===== config.mk =====
export PLATFORM = sky130hd
export DESIGN_NAME = sram_ctrl
export DESIGN_NICKNAME = d
export VERILOG_FILES = /design/src/rtl/sram_ctrl.sv
export SDC_FILE = /design/constraint.sdc
export NUM_CORES = 1
export LEC_CHECK = 0
export CAP_MARGIN = 20
export CORE_UTILIZATION = 40
export CTS_BUF_LIST = sky130_fd_sc_hd__clkbuf_16
export CTS_CLUSTER_DIAMETER = 200
export CTS_CLUSTER_SIZE = 20
export DETAILED_ROUTE_END_ITERATION = 7
export PLACE_DENSITY = 0.79
export SETUP_SLACK_MARGIN = 0.4
export SLEW_MARGIN = 15
export SYNTH_ARGS = -nofsm -noshare
export SYNTH_HDL_FRONTEND = slang
export SYNTH_SLANG_ARGS = --single-unit

===== constraint.sdc =====
create_clock -name clk -period 1.45 [get_ports clk]
set_input_delay 0.145 -clock clk [delete_from_list [all_inputs] [get_ports clk]]
set_output_delay 0.145 -clock clk [all_outputs]
set_load 0.05 [all_outputs]

===== src/rtl/sram_ctrl.sv =====
// Asynchronous SRAM controller: single-beat writes, timed reads.
// Define SRAM_BURST_EN to add req_len multi-beat incrementing reads.
module sram_ctrl #(
  parameter int ADDR_W  = 18,
  parameter int DATA_W  = 16,
  parameter int WR_WAIT = 2,
  parameter int RD_WAIT = 3,
  parameter int LEN_W   = 8,
  localparam int NBE    = DATA_W / 8
) (
  input  logic              clk,
  input  logic              reset,
  input  logic              req_valid,
  output logic              req_ready,
  input  logic              req_write,
  input  logic [ADDR_W-1:0] req_addr,
  input  logic [DATA_W-1:0] req_wdata,
  input  logic [NBE-1:0]    req_be,
`ifdef SRAM_BURST_EN
  input  logic [LEN_W-1:0]  req_len,
`endif
  output logic              rd_valid,
  output logic [DATA_W-1:0] rd_data,
  output logic [ADDR_W-1:0] sram_addr,
  input  logic [DATA_W-1:0] sram_dq_in,
  output logic [DATA_W-1:0] sram_dq_out,
  output logic              sram_dq_oe,
  output logic              sram_ce_n,
  output logic              sram_oe_n,
  output logic              sram_we_n,
  output logic [NBE-1:0]    sram_be_n
);

  localparam int CMAX  = (WR_WAIT > RD_WAIT) ? WR_WAIT : RD_WAIT;
  localparam int CNT_W = $clog2(CMAX + 1);

  if (WR_WAIT < 1 || RD_WAIT < 1 || LEN_W < 1) begin : g_bad_wait
    $error("sram_ctrl: WR_WAIT, RD_WAIT and LEN_W must be >= 1");
  end
  if (DATA_W % 8 != 0) begin : g_bad_dw
    $error("sram_ctrl: DATA_W must be a multiple of 8");
  end

  typedef enum logic [2:0] {
    IDLE,
    WR_SETUP,
    WR_PULSE,
    WR_HOLD,
    RD_ACCESS
  } state_e;

  state_e            state_q, state_d;
  logic [CNT_W-1:0]  cnt_q, cnt_d;
  logic [ADDR_W-1:0] addr_q, addr_d;
  logic [DATA_W-1:0] wdata_q, wdata_d;
  logic [NBE-1:0]    be_n_q, be_n_d;
  logic              ce_n_q, ce_n_d;
  logic              oe_n_q, oe_n_d;
  logic              we_n_q, we_n_d;
  logic              dq_oe_q, dq_oe_d;
  logic              rd_valid_q, rd_valid_d;
  logic [DATA_W-1:0] rd_data_q, rd_data_d;
  logic              last_beat;
`ifdef SRAM_BURST_EN
  logic [LEN_W-1:0]  len_q, len_d;
`endif

`ifdef SRAM_BURST_EN
  assign last_beat = (len_q == '0);
`else
  assign last_beat = 1'b1;
`endif

  // Pin values are computed for the state being entered, then registered.
  always_comb begin
    state_d    = state_q;
    cnt_d      = cnt_q;
    addr_d     = addr_q;
    wdata_d    = wdata_q;
    be_n_d     = be_n_q;
    ce_n_d     = 1'b1;
    oe_n_d     = 1'b1;
    we_n_d     = 1'b1;
    dq_oe_d    = 1'b0;
    rd_valid_d = 1'b0;
    rd_data_d  = rd_data_q;
`ifdef SRAM_BURST_EN
    len_d      = len_q;
`endif
    unique case (state_q)
      IDLE: begin
        be_n_d = '1;
        if (req_valid) begin
          addr_d  = req_addr;
          wdata_d = req_wdata;
          cnt_d   = '0;
          ce_n_d  = 1'b0;
`ifdef SRAM_BURST_EN
          len_d   = req_len;
`endif
          if (req_write) begin
            state_d = WR_SETUP;
            be_n_d  = ~req_be;
            dq_oe_d = 1'b1;
          end else begin
            state_d = RD_ACCESS;
            be_n_d  = '0;
            oe_n_d  = 1'b0;
          end
        end
      end
      WR_SETUP: begin
        state_d = WR_PULSE;
        cnt_d   = '0;
        ce_n_d  = 1'b0;
        dq_oe_d = 1'b1;
        we_n_d  = 1'b0;
      end
      WR_PULSE: begin
        ce_n_d  = 1'b0;
        dq_oe_d = 1'b1;
        if (cnt_q == CNT_W'(WR_WAIT - 1)) begin
          state_d = WR_HOLD;
          cnt_d   = '0;
        end else begin
          cnt_d  = cnt_q + CNT_W'(1);
          we_n_d = 1'b0;
        end
      end
      WR_HOLD: begin
        state_d = IDLE;
        be_n_d  = '1;
      end
      RD_ACCESS: begin
        ce_n_d = 1'b0;
        oe_n_d = 1'b0;
        if (cnt_q == CNT_W'(RD_WAIT - 1)) begin
          cnt_d      = '0;
          rd_valid_d = 1'b1;
          rd_data_d  = sram_dq_in;
          if (last_beat) begin
            state_d = IDLE;
            ce_n_d  = 1'b1;
            oe_n_d  = 1'b1;
            be_n_d  = '1;
          end else begin
            addr_d = addr_q + ADDR_W'(1);
`ifdef SRAM_BURST_EN
            len_d  = len_q - LEN_W'(1);
`endif
          end
        end else begin
          cnt_d = cnt_q + CNT_W'(1);
        end
      end
      default: state_d = IDLE;
    endcase
  end

  always_ff @(posedge clk) begin
    if (reset) begin
      state_q    <= IDLE;
      cnt_q      <= '0;
      addr_q     <= '0;
      wdata_q    <= '0;
      be_n_q     <= '1;
      ce_n_q     <= 1'b1;
      oe_n_q     <= 1'b1;
      we_n_q     <= 1'b1;
      dq_oe_q    <= 1'b0;
      rd_valid_q <= 1'b0;
      rd_data_q  <= '0;
`ifdef SRAM_BURST_EN
      len_q      <= '0;
`endif
    end else begin
      state_q    <= state_d;
      cnt_q      <= cnt_d;
      addr_q     <= addr_d;
      wdata_q    <= wdata_d;
      be_n_q     <= be_n_d;
      ce_n_q     <= ce_n_d;
      oe_n_q     <= oe_n_d;
      we_n_q     <= we_n_d;
      dq_oe_q    <= dq_oe_d;
      rd_valid_q <= rd_valid_d;
      rd_data_q  <= rd_data_d;
`ifdef SRAM_BURST_EN
      len_q      <= len_d;
`endif
    end
  end

  assign req_ready   = (state_q == IDLE) && !reset;
  assign rd_valid    = rd_valid_q;
  assign rd_data     = rd_data_q;
  assign sram_addr   = addr_q;
  assign sram_dq_out = wdata_q;
  assign sram_dq_oe  = dq_oe_q;
  assign sram_ce_n   = ce_n_q;
  assign sram_oe_n   = oe_n_q;
  assign sram_we_n   = we_n_q;
  assign sram_be_n   = be_n_q;

endmodule


==> impl_metrics.csv, run 1 <==
group,metric,value,unit
status,status,"complete, no violations",
global_routing,grt_usage,0.236,
timing,slew_headroom,0.761,
die,die_x,77.7,um
detailed_routing,wl_met3,499,um
critical_path,endpoint_kind,"output port",
die,initial_core_util,0.416,
global_routing,grt_pass1_vias,2147,
layout,final_util,0.776,
logic_synthesis,synth_warnings,0,
detailed_routing,drt_iter0_drc,79,
power,peakVddDrop,0.000828,V
timing,final_hold_viol_count,0,
timing,whs,0.232,ns
critical_path,crit_path_start_kind,"flip-flop",
cts,clkSinkCount,62,
detailed_routing,wl_met1,3.33,mm
logic_synthesis,synth_cells,253,
detailed_routing,routed_wl,8.10,mm
die,ioPinCount,114,
cts,clk_latency,0.32,ns
run,cap_violations,0,
die,coreArea,5510,um^2
layout,fin_nets,457,
detailed_routing,num_vias,2409,
detailed_routing,wl_met2,4.03,mm
global_routing,grt_max_degree,36,
detailed_routing,viasPerCell,5.05,
place,place_congestion,0.844,
power,report.power.total,5.10,mW
critical_path,crit_arrival,1.29,ns
die,rows,27,
layout,diodes,0,
layout,drive_gt1_frac,0.346,
place,placed_area,3390,um^2
power,powerDensity,1190,nW/um^2
min_path,hp-class,"primary input to flip-flop",
cts,htree_levels,3,
layout,syn_to_final_growth,86.2,%
cts,cts_tree,"done",
logic_synthesis,netlist_area,2290,um^2
detailed_routing,drc,0,
place,io_buffers,113,
logic_synthesis,syn_area_per_cell,9.07,um^2
cts,ctsRootBufferMaster,"clkbuf_16",
timing,setup_viol,0,
die,die_y,77.7,um
global_routing,grt_pass1_wl,10.9,mm
detailed_routing,dr.pass1.iters,5,
cts,cts.clk_slew.worst_paths,0.05,ns
detailed_routing,postRouteAntennaNets,0,
power,p_leak,1.86,nW
timing,rsz0062_at_grt,"true",
timing,min_period,1.44,ns
global_routing,antenna_found_initial,0,
logic_synthesis,ys_types,33,
logic_synthesis,yosysSeqAreaShare,0.541,
layout,final_cell_mix,"nand2_1, buf_4, dfxtp_1",
logic_synthesis,ys_ff_latch,62,
cts,clockBufferDepth,2,
place,hpwl,4.11,mm
layout,stdcell_area,4270,um^2
timing,report.final.slew_viol_count,0,
timing,finClkSkew,0.00608,ns
die,dieArea,6040,um^2
critical_path,path_max_fanout,2,
layout,final_common_cell,"nand2_1",
logic_synthesis,synthesis.nets,309,
cts,cts_hold_buf,0,
timing,worstMarginPinSlew,0.358,ns
detailed_routing,routed.top_layer,"met4",
critical_path,worst-setup-path-type,"flip-flop to output port",
timing,tns,0,ns
detailed_routing,wl_per_cell,17.0,um
global_routing,grt_overflow,0,
critical_path,cp.required,1.31,ns
cts,cts_inserted_buffers,9,
timing,fmax,695,MHz
timing,min_period_over_period,0.992,
==> flip-flops by register name (all words and copies together) (netlist names) <==
name	cells
cnt_q	2
sram_oe_n	1
rd_valid	1
sram_addr	18
state_q	3
sram_be_n	2
sram_ce_n	1
rd_data	16
sram_dq_out	16
sram_we_n	1
sram_dq_oe	1
==> metal layers <==
metal  track usage  vias to the layer above
li1              -                     1154
met1         0.292                     1130
met2         0.356                      107
met3        0.0706                       18
met4         0.149                        0
met5             0                        -
==> power breakdown <==
group / internal (mW) / leakage, nW / switching (mW) / total (mW)
registers: 1.80 / 0.509 / 0.0511 / 1.85
logic: 0.558 / 1.21 / 0.669 / 1.23
clock network: 1.30 / 0.140 / 0.730 / 2.03
==> cells by family after synthesis <==
family / share of synthesized area
simple gates: 0.208
compound gates: 0.180
buf+inv: 0.0633
flops: 0.541
xor+xnor: 0.00764
==> layout make-up <==
class / count / area, um^2
clock inverter: 6 / 55.1
tap: 72 / 90.1
fill: 359 / 1240
multi-input combinational: 169 / 1000
clock buffer: 9 / 225
inverter: 4 / 15.0
sequential: 62 / 1250
timing repair buffer: 155 / 1630
==> path summary, 6_finish.rpt <==
check,start,to,slack [ns],cells after the start
max reg2reg,state_q[1]$_SDFFE_PP0P_,sram_dq_out[11]$_SDFFE_PP0P_,0.03,6
min,reset,cnt_q[1]$_SDFFE_PP0P_,0.23,2
min reg2reg,sram_dq_out[1]$_SDFFE_PP0P_,sram_dq_out[1]$_SDFFE_PP0P_,0.45,2
max,state_q[0]$_SDFFE_PP0P_,req_ready,0.01,3
==> what timing repair did <==
item / 4_1_cts / 5_1_grt
setup buffers: 14 / 3
setup endpoints to repair: 63 / 69
pin swaps: 6 / 19
cloned: 3 / 10
resized for setup: 22 / 26
==> cell usage after synthesis <==
library cell / n / area share
o211a_1: 1 / 0.0044
nor4_1: 4 / 0.011
nor2_1: 5 / 0.0082
dfxtp_1: 62 / 0.54
nor3_2: 1 / 0.0044
nor2_4: 2 / 0.0098
and2_1: 1 / 0.0027
nand2_2: 1 / 0.0027
a22o_1: 16 / 0.061
o2bb2ai_1: 1 / 0.0038
o21ai_0: 6 / 0.013
or3b_2: 1 / 0.0038
nor3b_1: 1 / 0.0033
nor3_1: 4 / 0.0087
nand2b_1: 2 / 0.0055
nand4_1: 1 / 0.0027
o31ai_1: 1 / 0.0033
nor3_4: 1 / 0.0071
nand2_1: 71 / 0.12
and3_1: 1 / 0.0027
inv_1: 4 / 0.0065
a31oi_4: 1 / 0.0093
nor2b_1: 5 / 0.014
xor2_1: 2 / 0.0076
buf_6: 7 / 0.034
buf_2: 5 / 0.011
clkbuf_1: 5 / 0.0082
a21o_1: 1 / 0.0033
a21oi_1: 36 / 0.079
a22oi_1: 1 / 0.0033
nand3_1: 1 / 0.0022
and2b_1: 1 / 0.0033
buf_4: 1 / 0.0033
==> per-stage QoR <==
stage               setup WS (ns)  std cells
floorplan                  0.0893        253
global placement           0.0871        432
detailed placement         0.0470        432
CTS                        0.0370        464
global route              -0.0195        477
finish                     0.0120        477
==> worst max-delay path, cell delays in order, from the launching register on <==
cell,delay (ns)
dfxtp_4,0.34
buf_6,0.12
nor4_4,0.33
buf_12,0.18
Power figures use the tool's default switching activity.
==> run 2, diff against run 1 <==
- ABC_AREA: unset -> 1
- PLACE_DENSITY: 0.79 -> 0.78
==> run 2 against run 1 <==
  * Via count increased by 4.5%
  * Die area increased by 4.6%
  * Clock-buffer cell count unchanged
  * Sequential cell count unchanged
  * Synthesized area increased by 4.7%
  * Final cell count increased by 8.6%
  * Critical path depth increased by 5
  * Total power increased by 13%
  * Synthesized cell count increased by 20%
  * Highest routed layer unchanged
  * Setup slack improved by 0.13 ns
  * Sequential share of layout area increased by 1.8 points
==> impl_metrics.csv, run 2 <==
group,metric,value,unit
power,peakVddDrop,0.00103,V
logic_synthesis,async_reset_ff_frac,0,
layout,drive_gt1_frac,0.287,
layout,diodes,0,
cts,clk_latency,0.32,ns
place,place_congestion,0.816,
global_routing,grt_pass1_wl,10.8,mm
place,dp_cells,485,
critical_path,cp_top_family,"simple AND/OR/NAND/NOR gates",
critical_path,crit_arrival,1.57,ns
run,cap_violations,0,
place,hpwl,4.45,mm
layout,fin_cells,518,
timing,final_hold_viol_count,0,
timing,rsz0062_at_grt,"true",
logic_synthesis,synth_edf_count,0,
cts,cts_tree,"done",
global_routing,grt_pass1_vias,2405,
status,status,"complete, no violations",
die,die_y,79.5,um
layout,fin_nets,497,
timing,slew_headroom,0.838,
critical_path,slowest_stage,"dfxtp_4",
detailed_routing,dr.pass1.iters,4,
timing,min_period_over_period,0.901,
critical_path,reg2reg_from,"state_q[0]$_SDFFE_PP0P_",
logic_synthesis,ys_ff_latch,62,
critical_path,crit_path_start_kind,"flip-flop",
logic_synthesis,yosysSeqAreaShare,0.517,
timing,tns,0,ns
critical_path,critical_path_buf_inv_count,3,
logic_synthesis,synth_top_area_frac,0.517,
min_path,hp-start,"sram_dq_in[14]",
logic_synthesis,synthFlopType,"dfxtp_1",
logic_synthesis,synth_cells,304,
die,initial_core_util,0.426,
detailed_routing,wl_per_cell,13.4,um
detailed_routing,postRouteAntennaNets,0,
cts,clkSinkCount,62,
critical_path,crit_path_cell_trace,"nor2_8 -> nand2_4 -> buf_6 -> nor2_8 -> buf_12 -> buf_12 -> o21ai_0 -> nor2_1",
layout,final_cell_mix,"nor2_1, buf_4, nand2_1",
layout,syn_to_final_growth,67.1,%
logic_synthesis,synthesis.nets,360,
die,rows,27,
logic_synthesis,netlist_top_cells_area,"dfxtp_1, nor2_1, nand2_1",
logic_synthesis,ys_top_cells_by_count,"nor2_1, nand2_1, dfxtp_1",
logic_synthesis,synth.most_common_cell,"nor2_1",
timing,report.final.slew_viol_count,0,
layout,final_common_cell,"nor2_1",
detailed_routing,viasPerCell,4.86,
cts,ctsRootBufferMaster,"clkbuf_16",
timing,worstMarginPinSlew,0.242,ns
logic_synthesis,syn_area_per_cell,7.90,um^2
place,post-place-ws,0.0756,ns
critical_path,worst-setup-path-type,"flip-flop to flip-flop",
place,io_buffers,113,
logic_synthesis,ys_types,23,
critical_path,cp.required,1.71,ns
min_path,hp-class,"primary input to flip-flop",
timing,setup_viol,0,
critical_path,path_max_fanout,8,
cts,htree_levels,3,
detailed_routing,drt_iter0_drc,101,
global_routing,antenna_found_initial,0,
logic_synthesis,synth_top_area_cell,"dfxtp_1",
timing,finClkSkew,0.00235,ns
die,dieArea,6320,um^2
logic_synthesis,netlist_area,2400,um^2
timing,setup_slack,0.144,ns
cts,cts.clk_slew.worst_paths,0.05,ns
die,die_x,79.5,um
cts,clockBufferDepth,2,
critical_path,regToRegSetupSlack,0.14,ns
layout,largest_reg_flops,18,
timing,whs,0.366,ns
logic_synthesis,synth_warnings,0,
detailed_routing,routed_wl,6.95,mm
detailed_routing,num_vias,2518,
timing,fmax,766,MHz
die,coreArea,5640,um^2
detailed_routing,drc,0,
timing,min_period,1.31,ns
critical_path,cpPeakStageDelay,0.36,ns
die,ioPinCount,114,
power,powerDensity,1430,nW/um^2
critical_path,worstSetupStartpoint,"state_q[0]$_SDFFE_PP0P_",
cts,cts_inserted_buffers,9,
global_routing,grt_usage,0.220,
power,p_leak,1.88,nW
critical_path,endpoint_kind,"flip-flop",
global_routing,grt_overflow,0,
global_routing,grt_max_degree,35,
## run 2: cells by family after synthesis
kind of cell / count (synthesis) / share of synthesized area
buf+inv: 25 / 0.0745
simple gates: 180 / 0.329
compound gates: 37 / 0.0797
flops: 62 / 0.517
## run 2: path summary, 6_finish.rpt
path | end | cells after the start
setup / recovery | sram_dq_out[5]$_SDFFE_PP0P_ | 8
hold / removal | rd_data[14]$_SDFFE_PP0P_ | 3
setup reg to reg | sram_dq_out[5]$_SDFFE_PP0P_ | 8
hold reg to reg | rd_data[10]$_SDFFE_PP0P_ | 2
## run 2: per-layer routing
metal / track usage / vias up / wire [um]
met5: 0 / - / 0
met4: 0.0709 / 0 / 111
met3: 0.0800 / 12 / 409
met2: 0.379 / 77 / 3640
met1: 0.251 / 1190 / 2800
li1: - / 1239 / -
## run 2: stage by stage
stage	utilization	power [mW]	instance area [um^2]
2_1_floorplan	-	3.03	2420
3_3_place_gp	0.614	3.53	3460
3_5_place_dp	0.614	3.55	3460
4_1_cts	0.693	5.69	3910
5_1_grt	0.711	5.99	4010
6_report	0.711	5.74	4010
## run 2: worst register-to-register path: stages (launching register included)
cell and delay [ns]:
dfxtp_4 0.36, nor2_8 0.13, nand2_4 0.08, buf_6 0.13
nor2_8 0.13, buf_12 0.13, buf_12 0.12, o21ai_0 0.08
nor2_1 0.09
## run 2: area by class of cell
cell class              instances  area, um^2
fillers                       433        1630
repair buffers                139        1280
flip-flops and latches         62        1250
multi-input cells             218        1060
clock buffers                   9         225
well taps                      72        90.1
clock inverters                 7        55.1
inverters                      11        48.8
## run 2: power breakdown
group          internal (mW)  total (mW)  switching, mW
registers               1.88        1.99          0.107
logic                  0.667        1.75           1.09
clock network           1.30        2.00          0.704
## run 2: what timing repair did
action | 4_1_cts | 5_1_grt
endpoints found under the hold margin | 0 | 0
cloned | 2 | 0
pin swaps | 7 | 16
hold buffers | 0 | 0
buffers inserted | 10 | 5
gates resized for setup | 11 | 26
endpoints found under the setup margin | 62 | 64
==> run 3, diff against run 2 <==
- PLACE_DENSITY: 0.78 -> unset
- PLACE_DENSITY_LB_ADDON: unset -> 0.12
==> run 3 against run 2 <==
  * Register-to-register slack lost 0.03 ns
  * Clock power shrank 10%
  * Clock-buffer cell count did not move
  * Sequential share of layout area down 1.7 points
  * Non-clock buffer count grew 3
  * Die area unchanged
  * Combinational power grew 13%
  * Critical path type unchanged
  * Clock skew increased by 0.0056 ns
  * Wire length grew 12%
  * Sequential cell count stayed put
  * Global-route usage up 1.7 points
==> impl_metrics.csv, run 3 (synthesis gave the netlist of run 2 again) <==
group,metric,value,unit
critical_path,slowest_stage,"dfxtp_4",
global_routing,grt_pass1_wl,11.3,mm
timing,worstMarginPinSlew,0.292,ns
cts,htree_levels,3,
timing,finClkSkew,0.00792,ns
cts,cts_inserted_buffers,9,
critical_path,endpoint_kind,"flip-flop",
cts,cts_hold_buf,0,
detailed_routing,dr.pass1.iters,4,
die,die_y,79.5,um
timing,rsz0062_at_grt,"true",
power,net-switching-power,2.03,mW
detailed_routing,routed_wl,7.82,mm
die,ioPinCount,114,
detailed_routing,drc,0,
place,post-place-ws,0.0462,ns
power,peakVddDrop,0.000918,V
cts,clkSinkCount,62,
critical_path,crit_path_start_kind,"flip-flop",
critical_path,path_max_fanout,5,
critical_path,cpPeakStageDelay,0.36,ns
place,hpwl,4.14,mm
critical_path,regToRegSetupSlack,0.12,ns
power,p_clk_frac,0.312,
critical_path,cp_top_family,"simple AND/OR/NAND/NOR gates",
cts,clk_latency,0.32,ns
layout,largest_reg_flops,18,
detailed_routing,drt_iter0_drc,155,
cts,cts_tree,"done",
power,p_leak,1.96,nW
critical_path,cp.required,1.64,ns
timing,fmax,751,MHz
place,io_buffers,113,
global_routing,grt_pass1_vias,2335,
power,sw_frac_of_total,0.352,
layout,fin_cells,526,
timing,setup_slack,0.118,ns
status,status,"complete, no violations",
power,combPwrFrac,0.343,
layout,fin_nets,506,
global_routing,grt_usage,0.237,
die,coreArea,5640,um^2
global_routing,grt_max_degree,35,
cts,cts.clk_slew.worst_paths,0.05,ns
layout,drive_gt1_frac,0.357,
detailed_routing,postRouteAntennaNets,0,
timing,min_period,1.33,ns
timing,setup_viol,0,
timing,min_period_over_period,0.918,
global_routing,antenna_found_initial,0,
timing,final_hold_viol_count,0,
critical_path,worst-setup-path-type,"flip-flop to flip-flop",
min_path,hp-class,"primary input to flip-flop",
global_routing,grt_overflow,0,
power,report.power.total,5.76,mW
die,dieArea,6320,um^2
detailed_routing,wl_per_cell,14.9,um
critical_path,critical_path_buf_inv_count,2,
cts,clockBufferDepth,2,
layout,nFillCells,416,
layout,diodes,0,
timing,report.final.slew_viol_count,0,
detailed_routing,viasPerCell,4.87,
cts,ctsRootBufferMaster,"clkbuf_16",
die,initial_core_util,0.426,
layout,final_util,0.753,
place,dp_cells,485,
power,p_seq_frac,0.345,
die,rows,27,
power,p_int,3.73,mW
timing,tns,0,ns
critical_path,crit_path_cell_trace,"nor2_8 -> buf_6 -> nand3_4 -> buf_12 -> nand3_2 -> nand3_1",
run,cap_violations,0,
layout,syn_to_final_growth,77.0,%
layout,regArea,1250,um^2
die,die_x,79.5,um
power,powerDensity,1360,nW/um^2
layout,final_cell_mix,"buf_4, nor2_1, dfxtp_1",
timing,slew_headroom,0.805,
detailed_routing,num_vias,2562,
layout,multi_input_area,1260,um^2
critical_path,crit_arrival,1.52,ns
place,place_congestion,0.762,
layout,final_common_cell,"buf_4",
## run 3: changes by cell type in the layout (fill, tap and decap cells not counted), sizes merged
cell,change
clkinv,-4
buf,+3
nand2,+4
bufinv,-1
inv,+5
nor2,+1
## run 3: path summary, 6_finish.rpt
kind                            from                        end  cells after the start
max          state_q[0]$_SDFFE_PP0P_  sram_be_n[1]$_SDFFE_PP1P_                      6
min                    sram_dq_in[2]    rd_data[2]$_SDFFE_PP0P_                      3
max reg2reg  state_q[0]$_SDFFE_PP0P_  sram_be_n[1]$_SDFFE_PP1P_                      6
min reg2reg  rd_data[0]$_SDFFE_PP0P_    rd_data[0]$_SDFFE_PP0P_                      2
## run 3: power by group through the flow
stage / combinational, mW / sequential (mW) / clock (mW)
after global placement: 1.53 / 2.01 / 0
final: 1.98 / 1.99 / 1.80
after global routing: 2.08 / 2.01 / 1.89
after floorplan: 0.508 / 2.52 / 0
after detailed placement: 1.55 / 2.01 / 0
after CTS: 1.82 / 1.98 / 1.81
## run 3: cell type report
cell class | count | area share
Sequential cell | 62 | 0.295
Clock buffer | 9 | 0.0530
Timing Repair Buffer | 142 | 0.310
Inverter | 11 | 0.0156
Multi-Input combinational cell | 223 | 0.297
Tap cell | 72 | 0.0212
Clock inverter | 6 | 0.00589
Timing Repair inverter | 1 | 0.00265
## run 3: what timing repair did
item | CTS | global route
setup endpoints to repair | 62 | 63
endpoints found under the hold margin | 0 | 0
gates resized for setup | 38 | 46
cloned | 5 | 2
setup buffers | 13 | 6
pin swaps | 7 | 29
## run 3: per-stage QoR
step / hold slack, ns / cell area, um^2
2_1_floorplan: 0.207 / 2420
3_3_place_gp: 0.431 / 3480
3_5_place_dp: 0.433 / 3480
4_1_cts: 0.362 / 4040
5_1_grt: 0.365 / 4250
6_report: 0.363 / 4250
## run 3: worst min-delay path, cell delays in order
cell	delay, ns
clkdlybuf4s50_1	0.40
nand2_1	0.06
nand2_1	0.04
## run 3: metal layers
metal,track usage,vias up,routed length [um]
met2,0.385,82,3900
met4,0.105,0,144
met1,0.299,1193,3320
li1,-,1270,-
met5,0,-,0
met3,0.0526,17,449
